===== config.mk =====
export PLATFORM = sky130hd
export DESIGN_NAME = mips_exec_pipe
export DESIGN_NICKNAME = d
export VERILOG_FILES = /design/src/rtl/mips_exec_pipe.sv
export SDC_FILE = /design/constraint.sdc
export NUM_CORES = 2
export LEC_CHECK = 0
export ABC_AREA = 1
export CAP_MARGIN = 0
export CELL_PAD_IN_SITES_DETAIL_PLACEMENT = 0
export CELL_PAD_IN_SITES_GLOBAL_PLACEMENT = 1
export CORE_ASPECT_RATIO = 0.8
export CORE_MARGIN = 5
export CORE_UTILIZATION = 40
export DETAILED_ROUTE_END_ITERATION = 10
export GPL_ROUTABILITY_DRIVEN = 0
export PLACE_DENSITY_LB_ADDON = 0.1
export SETUP_SLACK_MARGIN = 0.05
export SKIP_CTS_REPAIR_TIMING = 1
export SLEW_MARGIN = 20
export SYNTH_ARGS = -nofsm -noshare
export SYNTH_HDL_FRONTEND = slang
export SYNTH_SLANG_ARGS = --single-unit
export TNS_END_PERCENT = 1

===== constraint.sdc =====
create_clock -name clk -period 7.9 [get_ports clk]
set_input_delay 2.37 -clock clk [delete_from_list [all_inputs] [get_ports clk]]
set_output_delay 2.37 -clock clk [all_outputs]
set_load 0.02 [all_outputs]

===== src/rtl/mips_exec_pipe.sv =====
// Three-stage MIPS integer execute core (ID/read, ALU, writeback) with internal register file.
// Build option MIPS_EXEC_FWD_EN: forward the ALU output to operand read instead of stalling.
module mips_exec_pipe #(
  parameter int DATA_W = 32,
  parameter int NREGS  = 32
) (
  input  logic              clk,
  input  logic              reset,
  input  logic              inst_valid,
  input  logic [31:0]       inst,
  output logic              inst_ready,
  output logic [DATA_W-1:0] aluresult,
  output logic [DATA_W-1:0] writeonmem,
  output logic              mem_we,
  output logic              result_valid,
  output logic              illegal
);
  localparam int RW = $clog2(NREGS);
`ifdef MIPS_EXEC_FWD_EN
  localparam bit FWD = 1'b1;
`else
  localparam bit FWD = 1'b0;
`endif

  typedef enum logic [3:0] {OP_ADD, OP_SUB, OP_AND, OP_OR, OP_SLT, OP_SLL, OP_LUI, OP_SW, OP_BAD} op_e;

  logic [DATA_W-1:0] regs [NREGS];
  logic [4:0]        rs, rt;
  logic [DATA_W-1:0] simm, zimm, luimm;
  op_e               dec_op;
  logic              dec_use_imm, dec_rs_used, dec_rt_used, dec_wen;
  logic [DATA_W-1:0] dec_imm;
  logic [4:0]        dec_dst;

  assign rs    = inst[25:21];
  assign rt    = inst[20:16];
  assign simm  = {{(DATA_W-16){inst[15]}}, inst[15:0]};
  assign zimm  = {{(DATA_W-16){1'b0}}, inst[15:0]};
  assign luimm = DATA_W'({inst[15:0], 16'h0000});

  always_comb begin
    dec_op      = OP_BAD;
    dec_use_imm = 1'b0;
    dec_imm     = '0;
    dec_dst     = inst[15:11];
    dec_rs_used = 1'b0;
    dec_rt_used = 1'b0;
    case (inst[31:26])
      6'h00: begin
        dec_rs_used = 1'b1;
        dec_rt_used = 1'b1;
        case (inst[5:0])
          6'h20: dec_op = OP_ADD;
          6'h22: dec_op = OP_SUB;
          6'h24: dec_op = OP_AND;
          6'h25: dec_op = OP_OR;
          6'h2A: dec_op = OP_SLT;
          6'h00: begin dec_op = OP_SLL; dec_rs_used = 1'b0; end
          default: begin dec_rs_used = 1'b0; dec_rt_used = 1'b0; end
        endcase
      end
      6'h08: begin dec_op = OP_ADD; dec_use_imm = 1'b1; dec_imm = simm;  dec_dst = rt; dec_rs_used = 1'b1; end
      6'h0C: begin dec_op = OP_AND; dec_use_imm = 1'b1; dec_imm = zimm;  dec_dst = rt; dec_rs_used = 1'b1; end
      6'h0D: begin dec_op = OP_OR;  dec_use_imm = 1'b1; dec_imm = zimm;  dec_dst = rt; dec_rs_used = 1'b1; end
      6'h0F: begin dec_op = OP_LUI; dec_use_imm = 1'b1; dec_imm = luimm; dec_dst = rt; end
      6'h2B: begin
        dec_op = OP_SW; dec_use_imm = 1'b1; dec_imm = simm;
        dec_rs_used = 1'b1; dec_rt_used = 1'b1;
      end
      default: ;
    endcase
  end

  // Only writes that will actually land in the file count for hazards and forwarding.
  assign dec_wen = (dec_op != OP_BAD) && (dec_op != OP_SW) && (dec_dst != 5'd0) && (32'(dec_dst) < NREGS);

  logic              idex_valid, idex_wen;
  op_e               idex_op;
  logic [DATA_W-1:0] idex_a, idex_b, idex_sd;
  logic [4:0]        idex_shamt, idex_dst;
  logic              wb_wen;
  logic [4:0]        wb_dst;
  logic [DATA_W-1:0] alu_out, rf_rs, rf_rt, rs_val, rt_val;
  logic              hazard, transfer;

  assign rf_rs = (32'(rs) < NREGS) ? regs[rs[RW-1:0]] : '0;
  assign rf_rt = (32'(rt) < NREGS) ? regs[rt[RW-1:0]] : '0;

  // Priority: ALU forward, then write-through of the retiring result, then the file.
  assign rs_val = (rs == 5'd0) ? '0 :
                  (FWD && idex_wen && idex_dst == rs) ? alu_out :
                  (wb_wen && wb_dst == rs) ? aluresult : rf_rs;
  assign rt_val = (rt == 5'd0) ? '0 :
                  (FWD && idex_wen && idex_dst == rt) ? alu_out :
                  (wb_wen && wb_dst == rt) ? aluresult : rf_rt;

  assign hazard = !FWD && inst_valid && idex_wen &&
                  ((dec_rs_used && rs == idex_dst) || (dec_rt_used && rt == idex_dst));
  assign inst_ready = reset || !hazard;
  assign transfer   = inst_valid && inst_ready && !reset;

  always_ff @(posedge clk) begin
    if (reset) begin
      idex_valid <= 1'b0;
      idex_wen   <= 1'b0;
    end else begin
      idex_valid <= transfer;
      idex_wen   <= transfer && dec_wen;
      idex_op    <= dec_op;
      idex_a     <= rs_val;
      idex_b     <= dec_use_imm ? dec_imm : rt_val;
      idex_sd    <= rt_val;
      idex_shamt <= inst[10:6];
      idex_dst   <= dec_dst;
    end
  end

  always_comb begin
    alu_out = '0;
    case (idex_op)
      OP_ADD, OP_SW: alu_out = idex_a + idex_b;
      OP_SUB:        alu_out = idex_a - idex_b;
      OP_AND:        alu_out = idex_a & idex_b;
      OP_OR:         alu_out = idex_a | idex_b;
      OP_SLT:        alu_out[0] = $signed(idex_a) < $signed(idex_b);
      OP_SLL:        alu_out = idex_b << idex_shamt;
      OP_LUI:        alu_out = idex_b;
      default:       alu_out = '0;
    endcase
  end

  always_ff @(posedge clk) begin
    if (reset) begin
      aluresult    <= '0;
      writeonmem   <= '0;
      mem_we       <= 1'b0;
      result_valid <= 1'b0;
      illegal      <= 1'b0;
      wb_wen       <= 1'b0;
      wb_dst       <= '0;
    end else begin
      aluresult    <= (idex_valid && idex_op != OP_BAD) ? alu_out : '0;
      writeonmem   <= (idex_valid && idex_op == OP_SW) ? idex_sd : '0;
      mem_we       <= idex_valid && idex_op == OP_SW;
      result_valid <= idex_valid && idex_op != OP_SW && idex_op != OP_BAD;
      illegal      <= idex_valid && idex_op == OP_BAD;
      wb_wen       <= idex_wen;
      wb_dst       <= idex_dst;
    end
  end

  always_ff @(posedge clk) begin
    if (reset) begin
      for (int i = 0; i < NREGS; i++) regs[i] <= '0;
    end else if (wb_wen) begin
      regs[wb_dst[RW-1:0]] <= aluresult;
    end
  end
endmodule


==> out/results.ini <==
[outcome]
status=finished clean

[floorplan]
fp.dieArea_sq_um=184300
design.portCount=103
initial_core_util_pct=40.29
fp-row-count=137
core_area_sq_um=174500
die_width_um=478.8
fp.dieH_um=385

[clock_tree]
cts.reportedPaths.clkPinSlew_ns=0.05
cts.root.buffer_cell=sky130_fd_sc_hd__clkbuf_16
cts_htree_levels=4
clock_tree.buffer_depth=3
clock_insertion_delay_worst_skew_ns=0.80
numClockSinks=1209
numCtsBuffers=140
cts_tree=yes

[yosys]
ys_ff_latch=1209
post_synthesis_sequential_area_ratio_pct=50.56
postSynthAreaPerCell_sq_um=8.036
synthesis.instances=8750
syn-num-nets=8886
post_synth_instance_area_sq_um=70310
synthFlopType=sky130_fd_sc_hd__edfxtp_1
ys_warn_count=0
count_of_distinct_cell_types_in_the_synthesized_netlist=48
postSynth.asyncResetShare_pct=0
number_of_synthesized_flops_with_an_enable_pin=1134

[placed_design]
dpl.hpwl_um=189200
port_buffers=102
detailedPlace.worstSlack_ns=0.9169

[timing]
setup-tns-final_ns=0
layout_setup_ws_ns=0.8512
worst_slew_pin_slew_ns=1.099
report.final.slew_viol_count=0
rsz0062_at_grt=false
max_freq_mhz=141.9
crit_share_post_route_pct=89.23
finalSetupViolCount=0
period_minus_slack_ns=7.049
timing.slew.headroom_pct=26.67
finClkSkew_ns=0.03478
hold_viol_final=0

[worst_setup_path]
worst-endpoint-arrival_ns=4.68
critical_path.top_delay_family=buffers and inverters
crit_path_cell_trace=clkdlybuf4s50_1 > nand2_1 > nor2_1 > nand3_1 > inv_1 > nor2_1 > inv_2 > o21ai_0 > nand2_1 > nand2_1 > clkdlybuf4s50_1
timing.critical_path.fanout_max=18
cp.required_ns=5.53
timing.critical_path.buf_inv=4
timing.critical_path.slowest_cell_delay_ns=0.54
cp-end-kind=output port
criticalPathCategory=input pin to output port
crit_path_top_delay_cell=sky130_fd_sc_hd__clkdlybuf4s50_1
timing.critical_path.mode_cell=sky130_fd_sc_hd__nand2_1
critical_path.startpoint_type=input pin

[drt]
firstDrtPassIters=6
drt-wirelength-per-cell_um=27.70
via_count=64378
drt_wl_total_um=300900
first_iter_violations=9280
drcViolationCount=0
ant_nets=0
viasPerCell=5.926

[global_route]
globalRouteOverflowTotal=0
grt_pass1_vias=58733
grt_start_max_net_pins=239
initial_antenna_violation_count=6
global_route_wire_length_before_repair_um=428000
grt_usage_pct=31.71

[layout]
area_growth_syn_to_layout_pct=9.618
post_route_cells_drive_above_1_share_pct=5.415
final_core_utilization_pct=44.17
filler_cell_count=17225
mostFrequentLayoutCell=sky130_fd_sc_hd__nor2_1
finish.net_count=8594
mostFrequentLayoutCells=1,457 x sky130_fd_sc_hd__nor2_1, 1,417 x sky130_fd_sc_hd__nand2_1, 1,134 x sky130_fd_sc_hd__edfxtp_1

[pwr]
irDropWorstVdd_mv=0.2444
fin_total_pwr_uw=16460
leakagePower_uw=0.02911
p_per_cell_area_nw_per_um2=213.5

[worst_hold_path]
worst_hold_class=flop to flop

[flow_run]
cap_viol_max_count=0

-- cell type report --
type                    count  area [sq um]  area share, %
well taps                2293          2869          3.722
flip-flops and latches   1209         35550          46.13
repair buffers            288          2555          3.315
multi-input cells        5990         28610          37.12
clock inverters            65         564.3         0.7321
inverters                 829          3133          4.065
clock buffers             187          3784          4.909
diodes                      3         7.507       0.009740
-- metrics by stage --
stage | hold slack [ns] | instance area, sq um | instances
after CTS | 0.4764 | 77070 | 10861
after floorplan | 0.4110 | 70310 | 8750
after global routing | 0.4861 | 77070 | 10861
final | 0.4730 | 77080 | 10864
after detailed placement | 0.4685 | 72720 | 10609
after global placement | 0.4657 | 72720 | 10609
-- flip-flops by register name, summed over array words and instances, names as in the netlist --
register,count
idex_valid,1
result_valid,1
mem_we,1
regs,1024
idex_dst,5
idex_b,32
wb_wen,1
idex_a,32
writeonmem,32
idex_op,4
idex_shamt,5
wb_dst,5
aluresult,32
idex_wen,1
illegal,1
idex_sd,32
-- worst register-to-register path: stages, from the launching register on --
cell and delay (ns):
sky130_fd_sc_hd__edfxtp_1 0.53, sky130_fd_sc_hd__inv_1 0.09, sky130_fd_sc_hd__ha_1 0.55, sky130_fd_sc_hd__nand2_1 0.17
sky130_fd_sc_hd__inv_1 0.10, sky130_fd_sc_hd__nand2_1 0.16, sky130_fd_sc_hd__nor3_1 0.62, sky130_fd_sc_hd__and2_1 0.23
sky130_fd_sc_hd__nand2_1 0.10, sky130_fd_sc_hd__nand2_1 0.09, sky130_fd_sc_hd__nand2_1 0.05, sky130_fd_sc_hd__nand3_1 0.08
sky130_fd_sc_hd__nand2_1 0.09, sky130_fd_sc_hd__nor2_1 0.56, sky130_fd_sc_hd__nor2_1 0.14
-- report_power, final --
| group | leakage (uW) | total [uW] | internal, uW | switching [uW] |
|---|---|---|---|---|
| Combinational | 0.0147 | 2630 | 654 | 1980 |
| Sequential | 0.0123 | 7410 | 7250 | 165 |
| Clock | 0.00211 | 6410 | 3580 | 2830 |
-- cells in the mapped netlist (5+ instances only) --
cell | n | share of area, %
sky130_fd_sc_hd__nand2_1 | 1465 | 7.8
sky130_fd_sc_hd__nor2_1 | 1463 | 7.8
sky130_fd_sc_hd__edfxtp_1 | 1134 | 48
sky130_fd_sc_hd__o21ai_0 | 944 | 6.7
sky130_fd_sc_hd__inv_1 | 820 | 4.4
sky130_fd_sc_hd__nand3_1 | 722 | 5.1
sky130_fd_sc_hd__a21oi_1 | 587 | 4.2
sky130_fd_sc_hd__clkbuf_1 | 418 | 2.2
sky130_fd_sc_hd__o211ai_1 | 336 | 3.6
sky130_fd_sc_hd__buf_2 | 192 | 1.4
sky130_fd_sc_hd__o22ai_1 | 100 | 0.89
sky130_fd_sc_hd__ha_1 | 99 | 1.8
sky130_fd_sc_hd__nand4_1 | 77 | 0.69
sky130_fd_sc_hd__dfxtp_1 | 75 | 2.1
sky130_fd_sc_hd__o21ai_1 | 69 | 0.49
sky130_fd_sc_hd__buf_1 | 59 | 0.31
sky130_fd_sc_hd__nor3_1 | 27 | 0.19
sky130_fd_sc_hd__buf_4 | 26 | 0.28
sky130_fd_sc_hd__a21boi_0 | 19 | 0.20
sky130_fd_sc_hd__buf_6 | 19 | 0.30
sky130_fd_sc_hd__a21boi_1 | 14 | 0.15
sky130_fd_sc_hd__xor2_1 | 9 | 0.11
sky130_fd_sc_hd__a31oi_1 | 8 | 0.071
sky130_fd_sc_hd__o21bai_1 | 8 | 0.085
sky130_fd_sc_hd__clkbuf_2 | 7 | 0.050
sky130_fd_sc_hd__inv_2 | 7 | 0.037
sky130_fd_sc_hd__nand3b_1 | 5 | 0.053
-- layer usage --
metal,share of wire (%),vias to the layer above,track usage [%]
li1,-,29057,-
met1,44,30988,47.16
met2,41,3777,45.35
met3,10,554,5.823
met4,4.6,2,12.84
met5,0.0033,-,0
-- worst paths after layout --
kind	startpoint	end	slack (ns)	cells past startpoint
hold / removal	idex_wen	wb_wen	0.47	2
hold reg to reg	idex_wen	wb_wen	0.47	2
setup reg to reg	idex_a[23]	aluresult[28]	4.20	14
setup / recovery	inst[27]	inst_ready	0.85	11
-- kinds of logic (layout without fill, tap and decap cells) --
family          count (synthesis)  in the layout  synth area share (%)
simple gates                 3782           3782                 21.98
compound gates               2095           2095                 16.50
buf+inv                      1551           1369                 8.992
flops                        1209           1209                 50.56
fa+ha+maj                     101            101                 1.819
xor+xnor                       12             12                0.1495
other cells                     0              3                     0
No activity file was read; power rests on OpenSTA's default activity.
